<file path="src/rtl/palette_pkg.sv">
// palette_pkg: shared palette widths, requester id and response tag types.
package palette_pkg;
    localparam int PAL_ADDR_W = 5;
    localparam int PAL_DATA_W = 24;
    localparam int MAX_REQ = 8;
    localparam int ID_W = $clog2(MAX_REQ);
    typedef logic [PAL_ADDR_W-1:0] pal_addr_t;
    typedef logic [PAL_DATA_W-1:0] pal_rgb_t;
    typedef logic [ID_W-1:0] req_id_t;
    typedef struct packed {
        logic valid;
        req_id_t id;
    } tag_t;
endpackage

</file>
<file path="src/rtl/palette_arbiter_if.sv">
// palette_arbiter_if: requester bus plus palette ROM port of the shared palette arbiter.
interface palette_arbiter_if import palette_pkg::*; #(
    parameter int NUM_REQ = 4,
    parameter int ADDR_W = PAL_ADDR_W,
    parameter int DATA_W = PAL_DATA_W
);
    logic [NUM_REQ-1:0] req;
    logic [NUM_REQ*ADDR_W-1:0] req_addr;
    logic [NUM_REQ-1:0] gnt;
    logic [NUM_REQ-1:0] rsp_valid;
    logic [DATA_W-1:0] rsp_data;
    logic [ADDR_W-1:0] pal_addr;
    logic [DATA_W-1:0] pal_data;
    modport master (
        output req, req_addr, pal_data,
        input gnt, rsp_valid, rsp_data, pal_addr
    );
    modport slave (
        input req, req_addr, pal_data,
        output gnt, rsp_valid, rsp_data, pal_addr
    );
endinterface

</file>
<file path="src/rtl/palette_arbiter_rr_picker.sv">
// rr_picker: rotating priority encoder; first set req bit at or after ptr wins.
module rr_picker import palette_pkg::*; #(
    parameter int N = 4
) (
    input logic [N-1:0] req,
    input req_id_t ptr,
    output logic [N-1:0] gnt,
    output req_id_t idx
);
    // scan offsets from farthest to nearest so the nearest requester overwrites
    always_comb begin
        gnt = '0;
        idx = '0;
        for (int i = N - 1; i >= 0; i--) begin
            if (req[(int'(ptr) + i) % N]) begin
                gnt = '0;
                gnt[(int'(ptr) + i) % N] = 1'b1;
                idx = req_id_t'((int'(ptr) + i) % N);
            end
        end
    end
endmodule

</file>
<file path="src/rtl/palette_arbiter.sv">
// palette_arbiter: round-robin sharing of one synchronous palette ROM among sprite pipelines.
// Define PALETTE_ARB_BG_PRIO_EN to give requester 0 (background) absolute priority.
module palette_arbiter import palette_pkg::*; #(
    parameter int NUM_REQ = 4,
    parameter int ADDR_W = PAL_ADDR_W,
    parameter int DATA_W = PAL_DATA_W,
    parameter int ROM_LAT = 1
) (
    input logic Clk,
    input logic Reset_n,
    palette_arbiter_if.slave bus
);
    localparam req_id_t LAST = req_id_t'(NUM_REQ - 1);
    localparam logic [NUM_REQ-1:0] ONE = {{(NUM_REQ - 1){1'b0}}, 1'b1};
`ifdef PALETTE_ARB_BG_PRIO_EN
    localparam req_id_t FIRST = req_id_t'(1);
`else
    localparam req_id_t FIRST = '0;
`endif
    req_id_t rr_ptr, rr_idx, idx;
    logic [NUM_REQ-1:0] req_m, rr_gnt, gnt;
    logic adv;
    logic [DATA_W-1:0] rsp_data;
    tag_t pipe [ROM_LAT];
    assign req_m = bus.req & {NUM_REQ{Reset_n}};
    rr_picker #(.N(NUM_REQ)) u_pick (
        .req(req_m),
        .ptr(rr_ptr),
        .gnt(rr_gnt),
        .idx(rr_idx)
    );
`ifdef PALETTE_ARB_BG_PRIO_EN
    // background bypasses the rotation and leaves rr_ptr untouched
    assign gnt = req_m[0] ? ONE : rr_gnt;
    assign idx = req_m[0] ? '0 : rr_idx;
    assign adv = |rr_gnt & ~req_m[0];
`else
    assign gnt = rr_gnt;
    assign idx = rr_idx;
    assign adv = |rr_gnt;
`endif
    assign rsp_data = bus.pal_data;
    assign bus.gnt = gnt;
    assign bus.pal_addr = |gnt ? bus.req_addr[int'(idx) * ADDR_W +: ADDR_W] : '0;
    assign bus.rsp_data = rsp_data;
    assign bus.rsp_valid = pipe[ROM_LAT-1].valid ? ONE << pipe[ROM_LAT-1].id : '0;
    always_ff @(posedge Clk or negedge Reset_n) begin
        if (!Reset_n) begin
            rr_ptr <= FIRST;
            for (int i = 0; i < ROM_LAT; i++) pipe[i] <= '0;
        end else begin
            if (adv) rr_ptr <= (idx == LAST) ? FIRST : idx + req_id_t'(1);
            pipe[0] <= '{valid: |gnt, id: idx};
            for (int i = 1; i < ROM_LAT; i++) pipe[i] <= pipe[i-1];
        end
    end
endmodule
</file>
<file path="src/flat_wrapper.sv">
// flat-port wrapper written by rule: the top's interface ports become plain ports
module palette_arbiter_flat import palette_pkg::*;
#(
    parameter int NUM_REQ = 4,
    parameter int ADDR_W = PAL_ADDR_W,
    parameter int DATA_W = PAL_DATA_W,
    parameter int ROM_LAT = 1
)
  (Clk, Reset_n, bus_req, bus_req_addr, bus_pal_data, bus_gnt, bus_rsp_valid, bus_rsp_data, bus_pal_addr);
  palette_arbiter_if #(.NUM_REQ(NUM_REQ), .ADDR_W(ADDR_W), .DATA_W(DATA_W)) bus_i ();
  input logic Clk;
  input logic Reset_n;
  input wire logic [$bits(bus_i.req)-1:0] bus_req;
  input wire logic [$bits(bus_i.req_addr)-1:0] bus_req_addr;
  input wire logic [$bits(bus_i.pal_data)-1:0] bus_pal_data;
  output wire logic [$bits(bus_i.gnt)-1:0] bus_gnt;
  output wire logic [$bits(bus_i.rsp_valid)-1:0] bus_rsp_valid;
  output wire logic [$bits(bus_i.rsp_data)-1:0] bus_rsp_data;
  output wire logic [$bits(bus_i.pal_addr)-1:0] bus_pal_addr;
  assign bus_i.req = bus_req;
  assign bus_i.req_addr = bus_req_addr;
  assign bus_i.pal_data = bus_pal_data;
  assign bus_gnt = bus_i.gnt;
  assign bus_rsp_valid = bus_i.rsp_valid;
  assign bus_rsp_data = bus_i.rsp_data;
  assign bus_pal_addr = bus_i.pal_addr;
  palette_arbiter #(.NUM_REQ(NUM_REQ), .ADDR_W(ADDR_W), .DATA_W(DATA_W), .ROM_LAT(ROM_LAT)) u_core (.Clk(Clk), .Reset_n(Reset_n), .bus(bus_i));
endmodule
</file>
<file path="config.mk">
export PLATFORM = sky130hd
export DESIGN_NAME = palette_arbiter_flat
export DESIGN_NICKNAME = d
export VERILOG_FILES = /design/src/rtl/palette_pkg.sv /design/src/rtl/palette_arbiter_if.sv /design/src/rtl/palette_arbiter_rr_picker.sv /design/src/rtl/palette_arbiter.sv /design/src/flat_wrapper.sv
export SDC_FILE = /design/constraint.sdc
export NUM_CORES = 1
export LEC_CHECK = 0
export ABC_AREA = 1
export CAP_MARGIN = 20
export CORE_MARGIN = 4
export CORE_UTILIZATION = 36
export DETAILED_ROUTE_END_ITERATION = 8
export MAX_ROUTING_LAYER = met4
export PLACE_DENSITY = 0.85
export SETUP_SLACK_MARGIN = 0.5
export SLEW_MARGIN = 0
export SYNTH_ARGS = -nofsm -noshare
export SYNTH_HDL_FRONTEND = slang
export SYNTH_SLANG_ARGS = --single-unit
</file>
<file path="constraint.sdc">
create_clock -name Clk -period 2.9 [get_ports Clk]
set_input_delay 0.435 -clock Clk [delete_from_list [all_inputs] [get_ports Clk]]
set_output_delay 0.435 -clock Clk [all_outputs]
set_load 0.01 [all_outputs]
</file>
==> out/metrics.yaml, run 1 <==
outcome:
  status: "finished clean"
synth:
  synthSimpleGateAreaFrac: 0.492
  synth_nets: 262
  yosysWarnings: 0
  synth_seq_cells: 5
  synth_compound_area_frac: 0.0391
  muxShareOfSynthArea: 0
  synth_fa_ha_area_frac: 0.0783
  yosysUniqueCellTypes: 22
  netlist_area_sq_mm: 0.00128
  synthCells: 204
  synth_top_family_by_area: "simple AND/OR/NAND/NOR gates"
  avgSynthCellArea_sq_um: 6.27
  synthXorXnorAreaFrac: 0
  seq_area_frac_synth: 0.0978
placed_design:
  place_inst: 280
  routabilityCongestion: 0.946
  hpwl_microns: 2540
  place_ws_ns: -0.236
  port_buffers: 38
critical_path:
  timing.rr.start: "u_core.rr_ptr[0]$_DFFE_PN0P_"
  worstPathMaxFanout: 6
  cp-end-kind: "primary output"
  r2r_slack_ns: 0.90
  cp-start-kind: "flip-flop"
  worstSetupPathType: "flip-flop to primary output"
  critPathRequiredTime_ns: 2.47
  startpoint: "u_core.rr_ptr[0]$_DFFE_PN0P_"
  crit_arrival_ns: 2.08
sta:
  hold_viol: 0
  max_freq_mhz: 397
  skew_ns: 0.00156
  min_period_ns: 2.52
  rsz0062_at_grt: "true"
  max_slew_margin: 0.825
  slew_violations: 0
  worstMarginPinSlew_ns: 0.262
  setup_violations: 0
  fin_crit_sh: 0.868
  postLayoutSetupSlackWorst_ns: 0.384
finish:
  nets: 308
  final_cells: 295
  seqCellArea_sq_um: 126
  nFillCells: 280
  fin_util: 0.606
  area_delta_synth_final_pct: 60.7
  antennaDiodeCount: 0
  multi_input_area_sq_mm: 0.00106
  drive_gt1_frac: 0.466
cts:
  cts_tree: "done"
  insertion_delay_ns: 0.24
  cts_inserted_buffers: 3
  root_buffer: "clkbuf_4"
  clock-sinks: 5
  cts.clk_slew.worst_paths_ns: 0.04
  htree_levels: 1
  clk_path_buf_depth: 2
detailed_routing:
  drc: 0
  ant_nets: 0
  drt_iter0_markers: 94
  wl_microns: 3920
  wl_per_cell_microns: 13.3
  vias: 1452
  drtPass1Iterations: 4
  via_per_inst: 4.92
hold_path:
  min_path_type: "input port to asynchronous set/reset pin"
floorplanning:
  die-area_sq_mm: 0.00457
  ios: 87
  placementRows: 21
  coreArea_sq_mm: 0.00339
  fp.dieW_microns: 67.6
  die_height_microns: 67.6
  start_util: 0.377
grt:
  grt_max_degree: 13
  grt_pass1_vias: 1407
  antenna_found_initial: 0
  grt_usage: 0.176
  grt_overflow: 0
  grt_pass1_wl_microns: 6250
flow_run:
  max_cap_viol_count: 0
-- cell usage in the layout (no fill, tap or decap) --
master	count
ha_4	1
nor3_1	4
dfrtp_1	4
ha_1	7
nand2_4	11
o21ai_4	1
a21oi_2	6
clkinv_4	1
clkdlybuf4s50_1	24
nor2_1	1
inv_2	3
nand3_4	8
inv_1	30
nand2_1	31
dfrtp_2	1
buf_6	12
o21ai_1	1
inv_4	3
buf_12	2
clkdlybuf4s15_1	1
clkbuf_1	1
buf_4	18
nand3_1	13
nand3_2	16
nor2_2	4
clkbuf_4	3
nor2_4	2
nor2_8	1
o21ai_0	1
or2_1	4
clkbuf_2	1
nand3b_1	6
a21oi_1	1
dlygate4sd2_1	4
nand2_2	15
buf_2	7
-- stage by stage --
stage	hold slack, ns	instance area, sq um	TNS (ns)
floorplan	0.139	1300	0
global placement	0.621	1680	-1.02
detailed placement	0.633	1680	-1.31
CTS	0.413	1940	0
global route	0.390	2050	0
finish	0.393	2050	0
-- critical path, cell delays in order, from the launching register on --
cell and delay (ns):
dfrtp_2 0.39, clkinv_4 0.07, ha_4 0.31, nand3_4 0.09
buf_6 0.14, nand3_2 0.07, nand2_1 0.08, inv_2 0.07
nand3_2 0.09, nand2_2 0.10, nand2_4 0.07, nor2_8 0.18
a21oi_2 0.04, buf_2 0.14
-- final cells by class --
type / instances / area share
sequential: 5 / 0.0615
inverter: 37 / 0.0737
multi-input combinational: 134 / 0.515
tap: 46 / 0.0280
clock buffer: 4 / 0.0128
timing repair buffer: 69 / 0.309
-- Yosys cell counts --
library cell | instances | area share
nor2_8 | 1 | 0.016
nor2_1 | 6 | 0.018
inv_1 | 34 | 0.10
ha_1 | 8 | 0.078
nor3_1 | 4 | 0.016
nand2_1 | 42 | 0.12
or2_1 | 4 | 0.020
nand3b_1 | 6 | 0.035
buf_2 | 1 | 0.0039
nand2_2 | 11 | 0.054
o21ai_0 | 1 | 0.0039
dfrtp_1 | 5 | 0.098
nand2_4 | 3 | 0.026
o21ai_1 | 2 | 0.0078
buf_6 | 4 | 0.035
buf_4 | 24 | 0.14
nand3_1 | 29 | 0.11
nand3_2 | 8 | 0.063
nor2_4 | 1 | 0.0088
inv_6 | 1 | 0.0069
inv_2 | 2 | 0.0059
a21oi_1 | 7 | 0.027
-- state kept, by name, indices dropped and copies added (netlist names) --
| signal | cells |
|---|---|
| u_core.rr_ptr | 2 |
| u_core.pipe | 3 |
-- layer usage --
layer / track usage / part of all wire / vias to the layer above
li1: - / - / 704
met5: - / 0 / -
met3: 0.0116 / 0.067 / 22
met4: 0.0886 / 0.037 / 0
met2: 0.304 / 0.53 / 65
met1: 0.205 / 0.36 / 661
-- cell families after synthesis --
| kind of cell | count (synthesis) |
|---|---|
| AOI/OAI and AO/OA | 10 |
| DFF | 5 |
| adders and majority gates | 8 |
| buffers and inverters | 66 |
| and+or+nand+nor | 115 |
-- path summary, 6_finish.rpt --
kind / to / cells past startpoint
worst min-delay path: u_core.pipe[3]$_DFF_PN0_ / 3
max in group asynchronous: u_core.rr_ptr[0]$_DFFE_PN0P_ / 3
min in group Clk: u_core.rr_ptr[1]$_DFFE_PN0P_ / 3
worst min register to register: u_core.rr_ptr[1]$_DFFE_PN0P_ / 3
worst max register to register: u_core.rr_ptr[0]$_DFFE_PN0P_ / 13
worst max-delay path: bus_pal_addr[2] / 13
-- what timing repair did --
action                                 4_1_cts  5_1_grt
setup buffers                                6        2
setup endpoints to repair                    9        9
endpoints found under the hold margin        0        0
pin swaps                                   36       19
cloned                                       2        1
gates resized for setup                     91       29
hold buffers                                 0        0
Power of run 1 is not shown: default switching activity piles up to over one toggle a cycle in this logic, so the estimate is an artifact.
==> run 2, diff against run 1 <==
--- a/config.mk
+++ b/config.mk
@@ -6,7 +6,6 @@
 export NUM_CORES = 1
 export LEC_CHECK = 0
 export ABC_AREA = 1
-export CAP_MARGIN = 20
 export CORE_MARGIN = 4
 export CORE_UTILIZATION = 36
 export DETAILED_ROUTE_END_ITERATION = 8
==> results of run 2 <==
The final DEF is identical to that of run 1; final timing and power are the same.
Power of run 2 is left out for the same reason.
==> run 3, diff against run 2 <==
--- a/config.mk
+++ b/config.mk
@@ -6,7 +6,8 @@
 export NUM_CORES = 1
 export LEC_CHECK = 0
 export ABC_AREA = 1
-export CORE_MARGIN = 4
+export CORE_ASPECT_RATIO = 0.5
+export CORE_MARGIN = 2
 export CORE_UTILIZATION = 36
 export DETAILED_ROUTE_END_ITERATION = 8
 export MAX_ROUTING_LAYER = met4
==> run 3 against run 2 <==
  * Sequential share of layout area rose by 0.068 points
  * Cell count rose by 2.7%
  * Routed wire length rose by 20%
  * First-iteration DRC count rose by 37%
  * Cell area fell by 1.1%
  * Critical endpoint is now bus_pal_addr[4]
==> out/metrics.yaml, run 3 (synthesis results as in run 1) <==
floorplanning:
  ios: 87  # unchanged
  placementRows: 15  # -29%
  coreArea_sq_mm: 0.00342  # +0.78%
  fp.dieW_microns: 88.3  # +31%
  die-area_sq_mm: 0.00407  # -11%
  die_height_microns: 46.1  # -32%
  start_util: 0.374  # -0.00290
cts:
  insertion_delay_ns: 0.22  # -0.02 ns
  clk_path_buf_depth: 2  # unchanged
  cts_tree: "done"
  htree_levels: 1  # unchanged
  clock-sinks: 5  # unchanged
  cts.clk_slew.worst_paths_ns: 0.04  # about the same
  cts_inserted_buffers: 3  # unchanged
  root_buffer: "clkbuf_8"
finish:
  seqCellArea_sq_um: 126  # unchanged
  stdcell_area_sq_mm: 0.00203  # -1.1%
  multi_input_area_sq_mm: 0.00100  # -5.0%
  top_register: "u_core.pipe"
  antennaDiodeCount: 0  # unchanged
  drive_gt1_frac: 0.448  # -0.0175
  layout_common_cells: "32 x inv_1, 30 x nand2_1, 24 x clkdlybuf4s50_1"
  nFillCells: 277  # -1.1%
  final_common_cell: "inv_1"
  largest_reg_flops: 3  # unchanged
  top_regs: "u_core.pipe x3, u_core.rr_ptr x2"
  nets: 311  # +0.97%
  area_delta_synth_final_pct: 58.9
critical_path:
  crit_end: "bus_pal_addr[4]"
  critPathRequiredTime_ns: 2.47  # about the same
  reg2reg_depth: 15  # +2
  cp-start-kind: "flip-flop"
  cp-end-kind: "primary output"
  worstSetupPathType: "flip-flop to primary output"
  crit_arrival_ns: 2.13  # +0.05 ns
  timing.rr.start: "u_core.rr_ptr[0]$_DFFE_PN0P_"
  r2r_end: "u_core.rr_ptr[0]$_DFFE_PN0P_"
  worstPathMaxFanout: 6  # unchanged
  r2r_slack_ns: 0.65  # -0.25 ns
  startpoint: "u_core.rr_ptr[0]$_DFFE_PN0P_"
detailed_routing:
  drt_iter0_markers: 129  # +37%
  via_per_inst: 5.35  # +8.7%
  drc: 0  # unchanged
  drtPass1Iterations: 4  # unchanged
  wl_per_cell_microns: 15.5  # +17%
  ant_nets: 0  # unchanged
  vias: 1621  # +12%
  wl_microns: 4710  # +20%
placed_design:
  place_ws_ns: -0.268  # -0.0319 ns
  routabilityCongestion: 0.919  # -2.9%
  port_buffers: 38  # unchanged
  hpwl_microns: 2670  # +5.1%
  place_area_sq_mm: 0.00168  # +0.37%
sta:
  fin_crit_sh: 0.884  # +0.0162
  skew_ns: 0.00532  # +0.00376 ns
  worstMarginPinSlew_ns: 0.308  # +0.0457 ns
  min_period_ns: 2.56  # +0.0470 ns
  hold_viol: 0  # unchanged
  max_slew_margin: 0.793  # -0.0316
  postLayoutSetupSlackWorst_ns: 0.337  # -0.0470 ns
  slew_violations: 0  # unchanged
  max_freq_mhz: 390  # -1.8%
  hold_slack_ns: 0.255  # -0.139 ns
  setup_violations: 0  # unchanged
  rsz0062_at_grt: "true"
grt:
  grt_usage: 0.217  # +0.0407
  grt_pass1_vias: 1439  # +2.3%
  grt_pass1_wl_microns: 6620  # +6.0%
  antenna_found_initial: 0  # unchanged
  grt_max_degree: 10  # -3
  grt_overflow: 0  # unchanged
hold_path:
  min_path_type: "input port to asynchronous set/reset pin"
flow_run:
  max_cap_viol_count: 0  # unchanged
outcome:
  status: "finished clean"
==> run 3: layout make-up <==
type                       instances  area share
clock buffer                       4      0.0222
inverter                          37      0.0720
multi-input combinational        134       0.494
sequential                         5      0.0622
tap                               51      0.0314
timing repair buffer              72       0.318
==> run 3: metal layers <==
metal,vias to the layer above,track usage,share of wire
met5,-,-,0
met4,0,0.0879,0.042
met3,37,0.0466,0.093
met2,116,0.359,0.48
met1,766,0.263,0.38
li1,702,-,-
==> run 3: critical path, cell delays in order (launching register included) <==
cell and delay [ns]:
dfrtp_2 0.44, inv_6 0.07, ha_4 0.22, inv_4 0.09, nand3_4 0.09, buf_6 0.13, nand3_1 0.06, nand2_1 0.08
inv_1 0.09, nand3_2 0.08, nand2_2 0.10, nand2_4 0.08, nor2_8 0.18, a21oi_2 0.05, buf_2 0.14
==> run 3: through the flow <==
| step | instances | utilization | TNS [ns] |
|---|---|---|---|
| after floorplan | 204 | - | 0 |
| after global placement | 285 | 0.492 | -1.43 |
| after detailed placement | 285 | 0.492 | -1.85 |
| after CTS | 299 | 0.570 | 0 |
| after global routing | 303 | 0.595 | 0 |
| final | 303 | 0.595 | 0 |
==> run 3: what timing repair did <==
item,in CTS,in global routing
resized for setup,84,18
endpoints found under the setup margin,9,9
gates cloned,3,0
hold buffers,0,0
pin swaps,32,15
buffers inserted,7,4
==> run 3: how the worst min path moves through the flow <==
stage / startpoint / to / slack (ns) / cells after the start
2_1_floorplan: Reset_n / u_core.pipe[0]$_DFF_PN0_ / 0.14 / 0
3_3_place_gp: u_core.rr_ptr[1]$_DFFE_PN0P_ / u_core.rr_ptr[1]$_DFFE_PN0P_ / 0.64 / 3
3_5_place_dp: u_core.rr_ptr[1]$_DFFE_PN0P_ / u_core.rr_ptr[1]$_DFFE_PN0P_ / 0.69 / 3
4_1_cts: Reset_n / u_core.pipe[0]$_DFF_PN0_ / 0.37 / 3
5_1_grt: Reset_n / u_core.pipe[0]$_DFF_PN0_ / 0.26 / 3
6_report: Reset_n / u_core.pipe[0]$_DFF_PN0_ / 0.25 / 3
Power of run 3 is left out for the same reason.
